<file path="src/rtl/ring_phase_monitor.sv">
// Checks a one-hot ring for single-bit-left rotation, declares lock, encodes phase, counts revolutions and losses of lock.
// Latency: every output is registered one clock after the ring_q sample; the block never backpressures the ring.
module ring_phase_monitor #(
    parameter int WIDTH    = 4,
    parameter int LOCK_CNT = 2,
    parameter int REV_W    = 8,
    parameter int ERR_W    = 4,
    localparam int PW      = $clog2(WIDTH)
) (
    input  logic             clk,
    input  logic             res,
    input  logic [WIDTH-1:0] ring_q,
    input  logic             clr_err,
    output logic [PW-1:0]    phase,
    output logic             phase_vld,
    output logic             locked,
    output logic             err,
    output logic [ERR_W-1:0] err_cnt,
    output logic             rev_tick,
    output logic [REV_W-1:0] rev_cnt
);

    typedef enum logic {UNLOCK = 1'b0, LOCKED = 1'b1} state_t;

    state_t             state_q, state_d;
    logic [3:0]         good_run_q, good_run_d;
    logic [WIDTH-1:0]   prev_q;
    logic [PW-1:0]      phase_q, phase_d;
    logic               phase_vld_q, locked_q, locked_d;
    logic               err_q, err_d, rev_tick_q, rev_tick_d;
    logic [ERR_W-1:0]   err_cnt_q, err_cnt_d, err_base;
    logic [REV_W-1:0]   rev_cnt_q, rev_cnt_d;

    logic               legal, step_ok, wrap;
    logic [WIDTH-1:0]   prev_rot;
    logic [3:0]         good_run_inc;

    assign legal    = $onehot(ring_q);
    assign prev_rot = {prev_q[WIDTH-2:0], prev_q[WIDTH-1]};
    assign step_ok  = legal && $onehot(prev_q) && (ring_q == prev_rot);
    assign wrap     = step_ok && (ring_q == WIDTH'(1));
    assign good_run_inc = good_run_q + 4'd1;

    always_ff @(posedge clk) begin
        if (!res) begin
            state_q     <= UNLOCK;
            good_run_q  <= '0;
            prev_q      <= '0;
            phase_q     <= '0;
            phase_vld_q <= 1'b0;
            locked_q    <= 1'b0;
            err_q       <= 1'b0;
            err_cnt_q   <= '0;
            rev_tick_q  <= 1'b0;
            rev_cnt_q   <= '0;
        end else begin
            state_q     <= state_d;
            good_run_q  <= good_run_d;
            prev_q      <= ring_q;
            phase_q     <= phase_d;
            phase_vld_q <= legal;
            locked_q    <= locked_d;
            err_q       <= err_d;
            err_cnt_q   <= err_cnt_d;
            rev_tick_q  <= rev_tick_d;
            rev_cnt_q   <= rev_cnt_d;
        end
    end

    always_comb begin
        state_d    = state_q;
        good_run_d = good_run_q;
        case (state_q)
            UNLOCK: begin
                if (!step_ok) begin
                    good_run_d = '0;
                end else if (good_run_inc == 4'(LOCK_CNT)) begin
                    state_d    = LOCKED;
                    good_run_d = '0;
                end else begin
                    good_run_d = good_run_inc;
                end
            end
            LOCKED: begin
                if (!step_ok) begin
                    state_d    = UNLOCK;
                    good_run_d = '0;
                end
            end
            default: begin
                state_d    = UNLOCK;
                good_run_d = '0;
            end
        endcase
    end

    // Clear is applied before the increment, so a coincident loss of lock leaves a count of one.
    always_comb begin
        phase_d = '0;
        for (int i = 0; i < WIDTH; i++) begin
            if (legal && ring_q[i]) phase_d = PW'(i);
        end
        locked_d   = (state_d == LOCKED);
        err_d      = (state_q == LOCKED) && !step_ok;
        rev_tick_d = (state_q == LOCKED) && wrap;
        rev_cnt_d  = rev_cnt_q + REV_W'(rev_tick_d);
        err_base   = clr_err ? '0 : err_cnt_q;
        err_cnt_d  = err_base;
        if (err_d && (err_base != {ERR_W{1'b1}})) err_cnt_d = err_base + ERR_W'(1);
    end

    assign phase     = phase_q;
    assign phase_vld = phase_vld_q;
    assign locked    = locked_q;
    assign err       = err_q;
    assign err_cnt   = err_cnt_q;
    assign rev_tick  = rev_tick_q;
    assign rev_cnt   = rev_cnt_q;

endmodule

</file>
<file path="config.mk">
export PLATFORM = sky130hd
export DESIGN_NAME = ring_phase_monitor
export DESIGN_NICKNAME = d
export VERILOG_FILES = /design/src/rtl/ring_phase_monitor.sv
export SDC_FILE = /design/constraint.sdc
export NUM_CORES = 1
export LEC_CHECK = 0
export ABC_AREA = 1
export ABC_CLOCK_PERIOD_IN_PS = 6200
export BUFFER_PORTS_ARGS = -buffer_cell sky130_fd_sc_hd__buf_2
export CORE_ASPECT_RATIO = 1.1
export CORE_MARGIN = 2
export CORE_UTILIZATION = 35
export CTS_CLUSTER_SIZE = 40
export DETAILED_ROUTE_END_ITERATION = 10
export HOLD_SLACK_MARGIN = 0.03
export PLACE_DENSITY_LB_ADDON = 0.15
export SLEW_MARGIN = 0
export SYNTH_ARGS = -nofsm -noshare
export SYNTH_HDL_FRONTEND = slang
export SYNTH_SLANG_ARGS = --single-unit
</file>
<file path="constraint.sdc">
create_clock -name clk -period 6.2 [get_ports clk]
set_input_delay 0.93 -clock clk [delete_from_list [all_inputs] [get_ports clk]]
set_output_delay 0.93 -clock clk [all_outputs]
set_load 0.01 [all_outputs]
</file>
==> results of run 1 <==
## synthesized netlist by cell type
cell type,instances
xnor2_1,1
nand3_4,1
nor2_4,1
inv_2,4
nand2_1,39
dfxtp_1,26
o21bai_1,1
nand3_1,7
nor3_1,5
nor2_2,3
nand4_1,3
nand3_2,1
clkbuf_1,1
xor2_1,2
nor2_1,17
a21oi_1,4
a21oi_2,4
nor4_1,1
o21a_1,1
buf_4,1
nand2_2,2
clkinv_2,1
clkinv_1,1
ha_1,10
inv_1,33
o21ai_0,6
fa_1,2
nor3_2,1
## cell type report
class / count / area share
Tap cell: 50 / 0.0394
Clock buffer: 3 / 0.0260
Multi-Input combinational cell: 112 / 0.420
Clock inverter: 1 / 0.0189
Inverter: 39 / 0.0929
Sequential cell: 26 / 0.328
Timing Repair Buffer: 24 / 0.0756
## worst max-delay path, stage by stage
cell	delay, ns
buf_2	0.12
inv_2	0.05
fa_1	0.53
inv_1	0.04
ha_1	0.17
ha_1	0.27
inv_1	0.05
nand3_1	0.11
nor2_2	0.17
nand3_4	0.14
nor3_1	0.17
ha_1	0.21
ha_1	0.17
nand2_1	0.07
inv_1	0.07
nand3_1	0.11
o21ai_0	0.17
nand2_1	0.06
nor2_1	0.08
## state kept, by name, indices dropped and copies added (netlist names), 2 cells and up
register and cells:
rev_cnt 8, phase 2, prev_q 4, err_cnt 4, good_run_q 4
## how the worst max path moves through the flow
stage / from / endpoint / depth (start not counted)
floorplan: ring_q[0] / rev_cnt[6] / 18
detailed placement: ring_q[0] / rev_cnt[6] / 19
global route: ring_q[0] / rev_cnt[6] / 19
CTS: ring_q[0] / rev_cnt[6] / 19
global placement: ring_q[0] / rev_cnt[6] / 19
finish: ring_q[0] / rev_cnt[6] / 19
## per-layer routing
metal / GRT usage / part of all wire / wire [um]
met1: 0.144 / 0.44 / 1120
met2: 0.227 / 0.50 / 1280
met3: 0.0277 / 0.037 / 95
met4: 0.0667 / 0.020 / 52
met5: 0 / 0 / 0
## cells by family (layout without fill, tap and decap cells)
kind of cell,Yosys count,in the layout,share of synthesized area
AOI/OAI and AO/OA,16,16,0.0744
DFF,26,26,0.387
and+or+nand+nor,81,81,0.279
adders and majority gates,12,12,0.123
xor gates and xnor gates,3,3,0.0195
buffers and inverters,41,67,0.118
## per-stage QoR
stage / cell area [um^2] / power (mW)
floorplan: 1350 / 0.197
global placement: 1520 / 0.206
detailed placement: 1520 / 0.207
CTS: 1590 / 0.350
global route: 1590 / 0.359
finish: 1590 / 0.342
## power by group
| part | switching (mW) | internal (mW) | total (mW) | leakage (nW) |
|---|---|---|---|---|
| clock network | 0.0520 | 0.0863 | 0.138 | 0.0357 |
| logic | 0.0205 | 0.0115 | 0.0320 | 0.580 |
| registers | 0.00127 | 0.170 | 0.171 | 0.211 |
| total | 0.0738 | 0.268 | 0.342 | 0.826 |
==> summary.txt, run 1 <==
Timing
  • Final period util: 0.564
  • Headroom to the max-slew limit: 0.741
  • Final hold violation count: 0
  • Min Tclk post-route: 3.49 ns
  • Setup TNS: 0 ns
  • Fmax: 0.286 GHz
  • RSZ-0062 raised after global routing: no
  • Slew Limit Fails: 0
  • Clock skew: 0.00350 ns
  • # setup viols final: 0
  • Final worst slack: 2.71 ns
  • Hold Slack: 0.478 ns
  • Worst slew pin tran: 0.388 ns

Floorplanning
  • FP Rows: 23
  • Initial core utilization: 0.368
  • Ports: 25
  • Core footprint: 0.00365 mm^2
  • Die area: 0.00436 mm^2
  • Die height: 69.0 um
  • Die width: 63.1 um

Route
  • DRC viols: 0
  • Drt total wl: 2.55 mm
  • Via count: 1122
  • Final ANT Viol Nets: 0
  • Detailed Routing Iterations Pass 1: 4
  • WL per Instance: 9.99 um
  • Initial DRC count: 27
  • Via density: 4.40

CTS
  • CTS Sinks: 26
  • # hold bufs at CTS: 0
  • Post-CTS Setup Bufs: 0
  • CTS tree: yes
  • Clock Tree Buf Depth: 2
  • Num CTS Buffers: 3
  • H-tree depth: 1
  • Clk slew on worst S/H paths: 0.09 ns
  • Worst skew pair latency: 0.27 ns
  • CTS resizes: 0
  • Root Buffer: clkbuf_8

Layout
  • Area Overhead vs Synth: 18.0%
  • Ant diodes: 0
  • Layout filler cell count: 399
  • Most frequent cells in the layout: nand2_1 (39), inv_1 (33), dfxtp_1 (26), buf_2 (24), nor2_1 (17)
  • Storage element area: 520 um^2
  • Share of layout cells above drive strength 1: 0.224
  • Most common cell after layout, fill and taps aside: nand2_1
  • Area occupied by multi-input gates: 667 um^2
  • Layout Utilization: 0.435
  • Nets@finish: 225
  • Non-Filler Instances: 255

Placed design
  • Placed Instances: 251
  • Placer Congestion: 0.841
  • Post-DP HPWL: 2.04 mm
  • # port buffers: 24
  • Post-Place Worst Slack: 2.44 ns

Setup path
  • Worst R2R Path Depth: 18
  • Critical path class: in2reg
  • Reg-to-Reg Start: prev_q[0]
  • Crit end category: register
  • Arrival time at the worst endpoint: 3.71 ns
  • Required arrival time at the worst endpoint: 6.41 ns
  • Crit start category: input port
  • FF-to-FF End: rev_cnt[6]
  • R2R setup slack: 3.14 ns
  • Max FO, Critical Path: 8

Worst hold path
  • Hold Path Stages: 2
  • Type of the tightest min-delay check: reg2reg
  • Min-delay src: good_run_q[3]
  • WHS Endpoint: good_run_q[3]

Synth
  • Register area share after synthesis: 0.387
  • Library cells used by synthesis: 28
  • Cell Area, Synth: 0.00135 mm^2
  • Synth area leader: dfxtp_1
  • Yosys top cell area share: 0.387
  • Yosys reg bits: 26
  • Synthesized net count: 198
  • Cells after Synth: 179
  • Largest cells by area after synthesis: dfxtp_1 (39%), nand2_1 (11%), ha_1 (9.3%), inv_1 (9.2%), nor2_1 (4.7%)
  • Post-Syn Area per Cell: 7.52 um^2
  • Yosys warns: 0

Global route
  • Vias in the first global route: 1163
  • GRT overflow: 0
  • First-pass GRT wire length: 4.64 mm
  • Initial antenna violation count: 0
  • GRT Total Usage: 0.129
  • Largest net degree at the start of global routing: 16

Pwr
  • Pwr per Cell Area: 215 mW/mm^2
  • Worst VDD drop: 0.000112 V
  • Leakage: 0.826 nW

Flow run
  • Max_cap viols: 0

Status
  • Outcome: finished, final reports clean
Power figures use the tool's default switching activity.
==> inputs of run 2 (changes only) <==
--- a/config.mk
+++ b/config.mk
@@ -6,7 +6,7 @@
 export NUM_CORES = 1
 export LEC_CHECK = 0
 export ABC_AREA = 1
-export ABC_CLOCK_PERIOD_IN_PS = 6200
+export ABC_CLOCK_PERIOD_IN_PS = 3600
 export BUFFER_PORTS_ARGS = -buffer_cell sky130_fd_sc_hd__buf_2
 export CORE_ASPECT_RATIO = 1.1
 export CORE_MARGIN = 2
==> constraint.sdc (replaced) <==
create_clock -name clk -period 3.6 [get_ports clk]
set_input_delay 0.54 -clock clk [delete_from_list [all_inputs] [get_ports clk]]
set_output_delay 0.54 -clock clk [all_outputs]
set_load 0.01 [all_outputs]
==> summary.txt, run 2 (synthesized netlist as in run 1, its figures left out) <==
Layout
  • Storage element area: 520 um^2
  • Most common cell after layout, fill and taps aside: nand2_1
  • Share of layout cells above drive strength 1: 0.224
  • Most frequent cells in the layout: nand2_1 (39), inv_1 (33), dfxtp_1 (26), buf_2 (24), nor2_1 (17)
  • Nets@finish: 225
  • Fin area: 0.00159 mm^2
  • Non-Filler Instances: 255
  • Largest register FFs: 8
  • Area Overhead vs Synth: 18.0%
  • Layout filler cell count: 379
  • Area occupied by multi-input gates: 667 um^2
  • Ant diodes: 0

Global route
  • Largest net degree at the start of global routing: 16
  • GRT Total Usage: 0.129
  • GRT overflow: 0
  • Initial antenna violation count: 0
  • First-pass GRT wire length: 4.65 mm
  • Vias in the first global route: 1150

Timing
  • Min Tclk post-route: 3.08 ns
  • Final period util: 0.857
  • Worst slew pin tran: 0.388 ns
  • RSZ-0062 raised after global routing: no
  • Slew Limit Fails: 0
  • Final hold violation count: 0
  • # setup viols final: 0
  • Clock skew: 0.00173 ns
  • Fmax: 0.324 GHz
  • Headroom to the max-slew limit: 0.741
  • Setup TNS: 0 ns

CTS
  • Clock Tree Buf Depth: 2
  • # hold bufs at CTS: 0
  • Num CTS Buffers: 3
  • Post-CTS Setup Bufs: 0
  • CTS Sinks: 26
  • CTS resizes: 0
  • Clk slew on worst S/H paths: 0.09 ns
  • H-tree depth: 1
  • Root Buffer: clkbuf_8
  • CTS tree: yes
  • Worst skew pair latency: 0.26 ns

Floorplanning
  • Core footprint: 0.00365 mm^2
  • FP Rows: 23
  • Initial core utilization: 0.368
  • Die width: 63.1 um
  • Ports: 25
  • Die area: 0.00436 mm^2
  • Die height: 69.0 um

Setup path
  • Cell mode on critical path: ha_1
  • Crit path max-delay family: adder cells
  • Critical path buffers and inverters: 5
  • Cell with the largest stage delay on the worst path: fa_1
  • Required arrival time at the worst endpoint: 3.81 ns
  • Crit end category: register
  • Max FO, Critical Path: 8
  • Slowest stage delay, CP: 0.53 ns
  • Arrival time at the worst endpoint: 3.30 ns
  • Crit start category: input port
  • Crit-path cells: buf_2 -> inv_2 -> fa_1 -> inv_1 -> ha_1 -> ha_1 -> inv_1 -> nand3_1 -> nor2_2 -> nand3_4 -> nor3_1 -> ha_1 -> ha_1 -> nand2_1 -> inv_1 -> nand3_1 -> o21ai_0 -> nand2_1 -> nor2_1
  • Critical path class: in2reg

Placed design
  • Placer Congestion: 0.841
  • Placed Area: 0.00152 mm^2
  • # port buffers: 24
  • Post-DP HPWL: 2.03 mm
  • Placed Instances: 251

Route
  • Initial DRC count: 28
  • Final ANT Viol Nets: 0
  • Drt total wl: 2.52 mm
  • WL per Instance: 9.87 um
  • Via count: 1122
  • Detailed Routing Iterations Pass 1: 4
  • DRC viols: 0
  • Via density: 4.40

Status
  • Outcome: finished, final reports clean

Worst hold path
  • Type of the tightest min-delay check: reg2reg

Pwr
  • Pwr per Cell Area: 370 mW/mm^2
  • Leakage: 0.826 nW
  • Worst VDD drop: 0.000158 V

Flow run
  • Max_cap viols: 0
## run 2: metal layers
| layer | global-route usage | part of all wire |
|---|---|---|
| met1 | 0.144 | 0.44 |
| met2 | 0.239 | 0.53 |
| met3 | 0.0245 | 0.031 |
| met4 | 0.0444 | 0.0068 |
| met5 | 0 | 0 |
## run 2: worst paths after layout
kind | start | endpoint | depth (start not counted) | slack [ns]
worst max-delay path | ring_q[0] | rev_cnt[6] | 19 | 0.52
worst min-delay path | good_run_q[3] | good_run_q[3] | 2 | 0.47
worst max register to register | prev_q[0] | rev_cnt[6] | 18 | 0.55
worst min register to register | good_run_q[3] | good_run_q[3] | 2 | 0.47
## run 2: cell type report
class	instances	area share
Inverter	39	0.0929
Tap cell	50	0.0394
Clock inverter	1	0.0189
Clock buffer	3	0.0260
Sequential cell	26	0.328
Multi-Input combinational cell	112	0.420
Timing Repair Buffer	24	0.0756
## run 2: metrics by stage
stage               worst slack (ns)   util  total power [mW]  hold WS [ns]
finish                         0.515  0.435             0.588         0.475
CTS                            0.496  0.435             0.598         0.474
global route                   0.235  0.435             0.618         0.504
floorplan                      0.599      -             0.339         0.448
global placement               0.315  0.415             0.355         0.457
detailed placement             0.215  0.415             0.357         0.459
## run 2: worst reg2reg max path: stages, from the launching register on
cell and delay [ns]:
dfxtp_1 0.33, inv_1 0.07, fa_1 0.53, inv_1 0.04
ha_1 0.17, ha_1 0.27, nor2_1 0.11, nand2_1 0.07
nor2_2 0.15, nand3_4 0.14, nor3_1 0.18, ha_1 0.21
ha_1 0.17, nand2_1 0.07, inv_1 0.07, nand3_1 0.10
o21ai_0 0.17, nand2_1 0.06, nor2_1 0.08
## run 2: power by group
group          internal (mW)  switching, mW
Sequential             0.293        0.00212
Clock                  0.149         0.0895
Combinational         0.0196         0.0349
==> inputs of run 3 (changes only) <==
--- a/config.mk
+++ b/config.mk
@@ -11,6 +11,7 @@
 export CORE_ASPECT_RATIO = 1.1
 export CORE_MARGIN = 2
 export CORE_UTILIZATION = 35
+export CTS_BUF_LIST = sky130_fd_sc_hd__clkbuf_4
 export CTS_CLUSTER_SIZE = 40
 export DETAILED_ROUTE_END_ITERATION = 10
 export HOLD_SLACK_MARGIN = 0.03
==> summary.txt, run 3 (synthesized netlist as in run 1, its figures left out) <==
Floorplanning
  • Ports: 25
  • Die area: 0.00436 mm^2
  • Core footprint: 0.00365 mm^2
  • Initial core utilization: 0.368
  • Die width: 63.1 um
  • FP Rows: 23
  • Die height: 69.0 um

Route
  • Detailed Routing Iterations Pass 1: 4
  • Final ANT Viol Nets: 0
  • Initial DRC count: 37
  • Via density: 4.43
  • Drt total wl: 2.52 mm
  • Via count: 1129
  • DRC viols: 0
  • WL per Instance: 9.86 um

Pwr
  • Pwr per Cell Area: 350 mW/mm^2
  • Worst VDD drop: 0.000156 V
  • Total chip power: 549 uW
  • Leakage: 0.818 nW

Timing
  • Final period util: 0.850
  • Final hold violation count: 0
  • Min Tclk post-route: 3.06 ns
  • Worst slew pin tran: 0.388 ns
  • RSZ-0062 raised after global routing: no
  • Headroom to the max-slew limit: 0.741
  • Clock skew: 0.00280 ns
  • Setup TNS: 0 ns
  • # setup viols final: 0
  • Fmax: 0.327 GHz
  • Slew Limit Fails: 0

Placed design
  • Placer Congestion: 0.841
  • Post-DP HPWL: 2.03 mm
  • # port buffers: 24

Setup path
  • Max FO, Critical Path: 8
  • Critical path class: reg2reg
  • Crit end category: register
  • Crit start category: register
  • Crit-path cells: inv_1 -> fa_1 -> inv_1 -> ha_1 -> ha_1 -> nor2_1 -> nand2_1 -> nor2_2 -> nand3_4 -> nor3_1 -> ha_1 -> ha_1 -> nand2_1 -> inv_1 -> nand3_1 -> o21ai_0 -> nand2_1 -> nor2_1
  • Worst R2R Path Depth: 18
  • Cell mode on critical path: ha_1
  • Slowest stage delay, CP: 0.53 ns
  • Cell with the largest stage delay on the worst path: fa_1
  • Required arrival time at the worst endpoint: 3.87 ns
  • Arrival time at the worst endpoint: 3.33 ns

Layout
  • Area Overhead vs Synth: 16.6%
  • Nets@finish: 225
  • Ant diodes: 0
  • Largest register FFs: 8
  • Most common cell after layout, fill and taps aside: nand2_1
  • Most frequent cells in the layout: nand2_1 (39), inv_1 (33), dfxtp_1 (26), buf_2 (24), nor2_1 (17)
  • Layout filler cell count: 386
  • Share of layout cells above drive strength 1: 0.224

CTS
  • Clock Tree Buf Depth: 2
  • Worst skew pair latency: 0.32 ns
  • CTS Sinks: 26
  • Clk slew on worst S/H paths: 0.14 ns
  • Post-CTS Setup Bufs: 0
  • Num CTS Buffers: 3
  • Root Buffer: clkbuf_4
  • CTS tree: yes
  • H-tree depth: 1
  • # hold bufs at CTS: 0
  • CTS resizes: 0

Flow run
  • Max_cap viols: 0

Status
  • Outcome: finished, final reports clean

Global route
  • GRT overflow: 0
  • Largest net degree at the start of global routing: 16
  • Initial antenna violation count: 0
  • Vias in the first global route: 1150
  • GRT Total Usage: 0.129
  • First-pass GRT wire length: 4.65 mm

Worst hold path
  • Type of the tightest min-delay check: in2reg
  • Hold Path Stages: 3
==> run 3: area by class of cell <==
cell class	count	area, um^2	area share
Tap cell	50	62.6	0.0398
Inverter	39	148	0.0940
Sequential cell	26	520	0.331
Multi-Input combinational cell	112	667	0.425
Timing Repair Buffer	24	120	0.0765
Clock inverter	1	30.0	0.0191
Clock buffer	3	22.5	0.0143
==> run 3: report_power, final <==
| group | switching [mW] | internal (mW) | leakage, nW |
|---|---|---|---|
| clock network | 0.0866 | 0.113 | 0.0279 |
| registers | 0.00212 | 0.293 | 0.211 |
| logic | 0.0349 | 0.0196 | 0.580 |
| total | 0.124 | 0.425 | 0.818 |
==> run 3: through the flow <==
| stage | util | cell area (um^2) | setup slack [ns] | std cells | hold slack, ns |
|---|---|---|---|---|---|
| floorplan | - | 1350 | 0.599 | 179 | 0.448 |
| global placement | 0.415 | 1520 | 0.315 | 251 | 0.457 |
| detailed placement | 0.415 | 1520 | 0.215 | 251 | 0.459 |
| CTS | 0.430 | 1570 | 0.493 | 255 | 0.443 |
| global route | 0.430 | 1570 | 0.263 | 255 | 0.440 |
| finish | 0.430 | 1570 | 0.540 | 255 | 0.450 |
==> run 3: worst paths after layout <==
check / endpoint / slack [ns] / startpoint
setup / recovery: rev_cnt[6] / 0.54 / prev_q[0]
hold / removal: prev_q[1] / 0.45 / ring_q[1]
setup reg to reg: rev_cnt[6] / 0.54 / prev_q[0]
hold reg to reg: good_run_q[3] / 0.48 / good_run_q[3]
==> run 3: critical path: cells and delay by family, from the launching register on <==
kind	cells	cell delay (ns)
simple gates	9	0.96
buf+inv	3	0.18
fa+ha+maj	5	1.34
flops	1	0.35
compound gates	1	0.16
==> run 3: layer usage <==
| layer | global-route usage | routed length [um] | vias to the layer above |
|---|---|---|---|
| li1 | - | - | 602 |
| met5 | 0 | 0 | - |
| met3 | 0.0245 | 83 | 4 |
| met2 | 0.239 | 1290 | 19 |
| met1 | 0.144 | 1100 | 504 |
| met4 | 0.0444 | 36 | 0 |
